$ cat config.mk
export PLATFORM = sky130hd
export DESIGN_NAME = cache_arb
export DESIGN_NICKNAME = d
export VERILOG_FILES = /design/src/rtl/cache_arb.sv
export SDC_FILE = /design/constraint.sdc
export NUM_CORES = 1
export LEC_CHECK = 0
export BUFFER_PORTS_ARGS = -buffer_cell sky130_fd_sc_hd__clkbuf_2
export CORE_AREA = 8 8 143 145
export DETAILED_ROUTE_END_ITERATION = 12
export DIE_AREA = 0 0 151 153
export GPL_TIMING_DRIVEN = 0
export PLACE_DENSITY = 0.62
export SLEW_MARGIN = 20
export SYNTH_ARGS = -nofsm -noshare
export SYNTH_HDL_FRONTEND = slang
export SYNTH_SLANG_ARGS = --single-unit
$ cat constraint.sdc
create_clock -name clk_i -period 2.5 [get_ports clk_i]
set_input_delay 0.5 -clock clk_i [delete_from_list [all_inputs] [get_ports clk_i]]
set_output_delay 0.5 -clock clk_i [all_outputs]
set_load 0.02 [all_outputs]
$ cat src/rtl/cache_arb.sv
// Two-master Wishbone arbiter in front of a shared cache slave port, with per-master grant counters.
// Define CACHE_ARB_RR_EN for round-robin tie-breaking from IDLE; otherwise master 0 wins ties.
module cache_arb #(
   parameter int AWIDTH = 32,
   parameter int DWIDTH = 32
) (
   input  logic                clk_i,
   input  logic                rst_ni,
   input  logic                m0_cyc_i,
   input  logic                m0_stb_i,
   input  logic                m0_we_i,
   input  logic [AWIDTH-1:0]   m0_adr_i,
   input  logic [DWIDTH-1:0]   m0_dat_i,
   input  logic [DWIDTH/8-1:0] m0_sel_i,
   output logic [DWIDTH-1:0]   m0_dat_o,
   output logic                m0_ack_o,
   output logic                m0_stall_o,
   input  logic                m1_cyc_i,
   input  logic                m1_stb_i,
   input  logic                m1_we_i,
   input  logic [AWIDTH-1:0]   m1_adr_i,
   input  logic [DWIDTH-1:0]   m1_dat_i,
   input  logic [DWIDTH/8-1:0] m1_sel_i,
   output logic [DWIDTH-1:0]   m1_dat_o,
   output logic                m1_ack_o,
   output logic                m1_stall_o,
   output logic                s_cyc_o,
   output logic                s_stb_o,
   output logic                s_we_o,
   output logic [AWIDTH-1:0]   s_adr_o,
   output logic [DWIDTH-1:0]   s_dat_o,
   output logic [DWIDTH/8-1:0] s_sel_o,
   input  logic [DWIDTH-1:0]   s_dat_i,
   input  logic                s_ack_i,
   input  logic                s_stall_i,
   output logic [31:0]         gnt_cnt0_o,
   output logic [31:0]         gnt_cnt1_o
);

   typedef enum logic [1:0] {IDLE = 2'd0, GNT0 = 2'd1, GNT1 = 2'd2} state_e;

   state_e      state_q, state_d;
   logic        last_gnt_q, last_gnt_d;
   logic [31:0] gnt_cnt0_q, gnt_cnt0_d;
   logic [31:0] gnt_cnt1_q, gnt_cnt1_d;
   logic        tie_win1;

`ifdef CACHE_ARB_RR_EN
   assign tie_win1 = ~last_gnt_q;
`else
   assign tie_win1 = 1'b0;
`endif

   always_ff @(posedge clk_i or negedge rst_ni) begin
      if (!rst_ni) begin
         state_q    <= IDLE;
         last_gnt_q <= 1'b1;
         gnt_cnt0_q <= '0;
         gnt_cnt1_q <= '0;
      end else begin
         state_q    <= state_d;
         last_gnt_q <= last_gnt_d;
         gnt_cnt0_q <= gnt_cnt0_d;
         gnt_cnt1_q <= gnt_cnt1_d;
      end
   end

   always_comb begin
      state_d    = state_q;
      last_gnt_d = last_gnt_q;
      gnt_cnt0_d = gnt_cnt0_q;
      gnt_cnt1_d = gnt_cnt1_q;
      case (state_q)
         IDLE: begin
            if (m0_cyc_i && m1_cyc_i) state_d = tie_win1 ? GNT1 : GNT0;
            else if (m0_cyc_i)        state_d = GNT0;
            else if (m1_cyc_i)        state_d = GNT1;
         end
         // Owner keeps the bus until it drops cyc; then hand straight to a waiting master.
         GNT0: if (!m0_cyc_i) state_d = m1_cyc_i ? GNT1 : IDLE;
         GNT1: if (!m1_cyc_i) state_d = m0_cyc_i ? GNT0 : IDLE;
         default: state_d = IDLE;
      endcase
      if (state_d == GNT0 && state_q != GNT0) begin
         gnt_cnt0_d = gnt_cnt0_q + 32'd1;
         last_gnt_d = 1'b0;
      end
      if (state_d == GNT1 && state_q != GNT1) begin
         gnt_cnt1_d = gnt_cnt1_q + 32'd1;
         last_gnt_d = 1'b1;
      end
   end

   always_comb begin
      s_cyc_o    = 1'b0;
      s_stb_o    = 1'b0;
      s_we_o     = 1'b0;
      s_adr_o    = '0;
      s_dat_o    = '0;
      s_sel_o    = '0;
      m0_ack_o   = 1'b0;
      m0_stall_o = 1'b1;
      m0_dat_o   = '0;
      m1_ack_o   = 1'b0;
      m1_stall_o = 1'b1;
      m1_dat_o   = '0;
      case (state_q)
         GNT0: begin
            s_cyc_o    = m0_cyc_i;
            s_stb_o    = m0_stb_i;
            s_we_o     = m0_we_i;
            s_adr_o    = m0_adr_i;
            s_dat_o    = m0_dat_i;
            s_sel_o    = m0_sel_i;
            m0_ack_o   = s_ack_i;
            m0_stall_o = s_stall_i;
            m0_dat_o   = s_dat_i;
         end
         GNT1: begin
            s_cyc_o    = m1_cyc_i;
            s_stb_o    = m1_stb_i;
            s_we_o     = m1_we_i;
            s_adr_o    = m1_adr_i;
            s_dat_o    = m1_dat_i;
            s_sel_o    = m1_sel_i;
            m1_ack_o   = s_ack_i;
            m1_stall_o = s_stall_i;
            m1_dat_o   = s_dat_i;
         end
         default: ;
      endcase
   end

   assign gnt_cnt0_o = gnt_cnt0_q;
   assign gnt_cnt1_o = gnt_cnt1_q;

endmodule

==> impl_metrics.env <==
export IMPL_synth_edf_count=0
export IMPL_ys_ff_latch=66
export IMPL_drv_cap=0
export IMPL_gp_congestion=0.8900
export IMPL_die_area_mm2=0.02310
export IMPL_netlist_area_mm2=0.004722
export IMPL_start_util_pct=25.85
export IMPL_finalWorstSetupSlack_ns=0.05013
export IMPL_h_tree_depth=3
export IMPL_wire_per_inst_um=19.11
export IMPL_cellPowerDensity_mw_per_mm2=982.6
export IMPL_cts_inserted_buffers=9
export IMPL_crit_required_ns=2.00
export IMPL_worstSetupStartpointType="flip-flop"
export IMPL_syn_area_per_cell_um2=8.696
export IMPL_post_route_period_util_pct=97.99
export IMPL_viasPerCell=4.722
export IMPL_grt_antenna_before_repair=1
export IMPL_yosysUniqueCellTypes=42
export IMPL_tightest_slew_ns=0.6514
export IMPL_rsz0062_at_grt="yes"
export IMPL_synth_nets=727
export IMPL_grt_start_max_net_pins=44
export IMPL_path_clk_slew_ns=0.05
export IMPL_worst_ir_drop_vdd_mv=0.4244
export IMPL_route_detailed_drc=0
export IMPL_die_y_um=153
export IMPL_ys_warnings_count=0
export IMPL_max_slew_margin_rel_pct=56.17
export IMPL_synthArstFlopShare_pct=100.0
export IMPL_ant_nets=0
export IMPL_criticalPathCategory="reg -> out"
export IMPL_worstSetupEndpointType="output pin"
export IMPL_coreArea_mm2=0.01827
export IMPL_vias=5596
export IMPL_track_usage_pct=18.47
export IMPL_drive_gt1_share_pct=48.37
export IMPL_ios=381
export IMPL_synth_flop_cell="dfrtp_1"
export IMPL_final_cell_count_no_fill=1185
export IMPL_critPathArrivalTime_ns=1.95
export IMPL_syn_inst=543
export IMPL_synth_seq_area_share_pct=34.98
export IMPL_place_ws_ns=-0.6070
export IMPL_cts_path_max_buffers=2
export IMPL_nets=1129
export IMPL_final_cell_mix="380 x clkbuf_2, 70 x nor2b_1, 68 x a22oi_1, 68 x and2_1, 64 x dfrtp_1"
export IMPL_cp_max_fo=10
export IMPL_power_total_mw=7.437
export IMPL_period_needed_ns=2.450
export IMPL_grt_overflow=0
export IMPL_syn_to_final_growth_pct=60.28
export IMPL_cts_tree="yes"
export IMPL_final_hold_violation_count=0
export IMPL_grt_pass1_wl_mm=33.38
export IMPL_drt_first_pass_iters=4
export IMPL_leakage_nw=4.013
export IMPL_clk_latency_ns=0.32
export IMPL_fmax_ghz=0.4082
export IMPL_routed_wirelength_mm=22.65
export IMPL_fp_dieW_um=151
export IMPL_first_global_vias=5766
export IMPL_cts_sinks=66
export IMPL_hpwl_mm=18.98
export IMPL_place_inst=1157
export IMPL_rows=50
export IMPL_port_buffers=379
export IMPL_cts_root_buffer_cell="clkbuf_16"
export IMPL_final_setup_viol_count=0
export IMPL_status="finished, final reports clean"
export IMPL_maxSlewViolCount=0
export IMPL_worst_clock_skew_ns=0.004726
export IMPL_drt_iter0_drc=249
export IMPL_final_common_cell="clkbuf_2"
export IMPL_min_path_type="in -> async"
export IMPL_cts_hold_buf=0
[path summary, 6_finish.rpt]
check	start	slack (ns)	to	cells after the start
min reg2reg	gnt_cnt1_o[31]$_DFFE_PN0P_	0.47	gnt_cnt1_o[31]$_DFFE_PN0P_	1
max	state_q[1]$_DFF_PN0_	0.05	s_dat_o[22]	8
max reg2reg	state_q[1]$_DFF_PN0_	0.12	gnt_cnt1_o[28]$_DFFE_PN0P_	8
max in group asynchronous	rst_ni	1.83	state_q[1]$_DFF_PN0_	2
min in group clk_i	gnt_cnt1_o[31]$_DFFE_PN0P_	0.47	gnt_cnt1_o[31]$_DFFE_PN0P_	1
min	rst_ni	0.12	gnt_cnt0_o[7]$_DFFE_PN0P_	1
[report_power, final]
part / internal, mW / switching (mW) / leakage [nW]
combinational: 1.93 / 2.93 / 3.00
sequential: 1.17 / 0.140 / 0.863
clock: 0.845 / 0.418 / 0.152
total: 3.95 / 3.49 / 4.01
[synthesized netlist by cell type, types with 3 or more instances]
cell	n	share of area (%)
buf_2	4	0.42
nand3b_1	3	0.48
and2_1	68	9.0
nand2_1	27	2.1
dfrtp_1	66	35
ha_1	6	1.6
xor2_1	33	6.1
o21a_1	3	0.48
inv_1	14	1.1
nand3_1	21	2.2
and3_1	7	0.93
xnor2_1	29	5.4
buf_1	4	0.32
a22oi_1	70	11
clkbuf_1	25	2.0
nor2b_1	72	9.5
nor2_1	18	1.4
nor4_1	9	1.2
nor3_1	20	2.1
nand4_1	16	2.1
[per-stage QoR]
stage               utilization (%)  cell area [µm²]  hold WS [ns]  TNS [ns]
finish                        41.43             7569        0.1200         0
global route                  41.42             7566        0.1326   -0.4507
CTS                           40.79             7451        0.1206   -0.7528
detailed placement            38.00             6942        0.4598    -22.92
global placement              37.84             6912        0.4557    -21.49
floorplan                         -             4722        0.2044         0
[registers in the layout (all words and copies together) (netlist names)]
register	cells
state_q	2
gnt_cnt0_o	32
gnt_cnt1_o	32
[cell families (layout without fill, tap and decap cells)]
kind of cell    Yosys count  after routing  synth area share [%]
compound gates           86             86                 13.88
fa+ha+maj                 6              6                 1.590
xor+xnor                 62             62                 11.50
other cells               0              2                     0
mux                       3              3                0.6889
flops                    66             66                 34.98
buf+inv                  48            454                 4.080
simple gates            272            272                 33.28
[cell type report]
class / count / area (µm²)
fill: 1862 / 10700
multi-input combinational: 429 / 2938
timing repair buffer: 395 / 2058
sequential: 66 / 1654
tap: 234 / 292.8
clock buffer: 13 / 270.3
buffer: 30 / 260.3
inverter: 14 / 55.05
clock inverter: 2 / 35.03
antenna: 2 / 5.005
[routing by layer]
| metal | wire length [µm] | GRT usage, % | share of wire [%] |
|---|---|---|---|
| met5 | 0 | 0 | 0 |
| met3 | 2521 | 7.204 | 11 |
| met4 | 183 | 3.112 | 0.81 |
| met1 | 9286 | 22.67 | 41 |
| met2 | 10650 | 30.22 | 47 |
[critical path: stages (launching register included)]
cell       delay, ns
dfrtp_2         0.44
inv_2           0.09
ha_1            0.16
buf_6           0.15
clkbuf_16       0.17
clkbuf_8        0.17
a22oi_1         0.07
nor2b_1         0.18
buf_4           0.18
[timing repair]
item | in CTS | in global routing
setup endpoints to repair | 159 | 137
pin swaps | 0 | 2
hold endpoints to repair | 0 | 0
gates resized for setup | 58 | 36
setup buffers | 6 | 8
cloned | 0 | 1
Power figures use the tool's default switching activity.
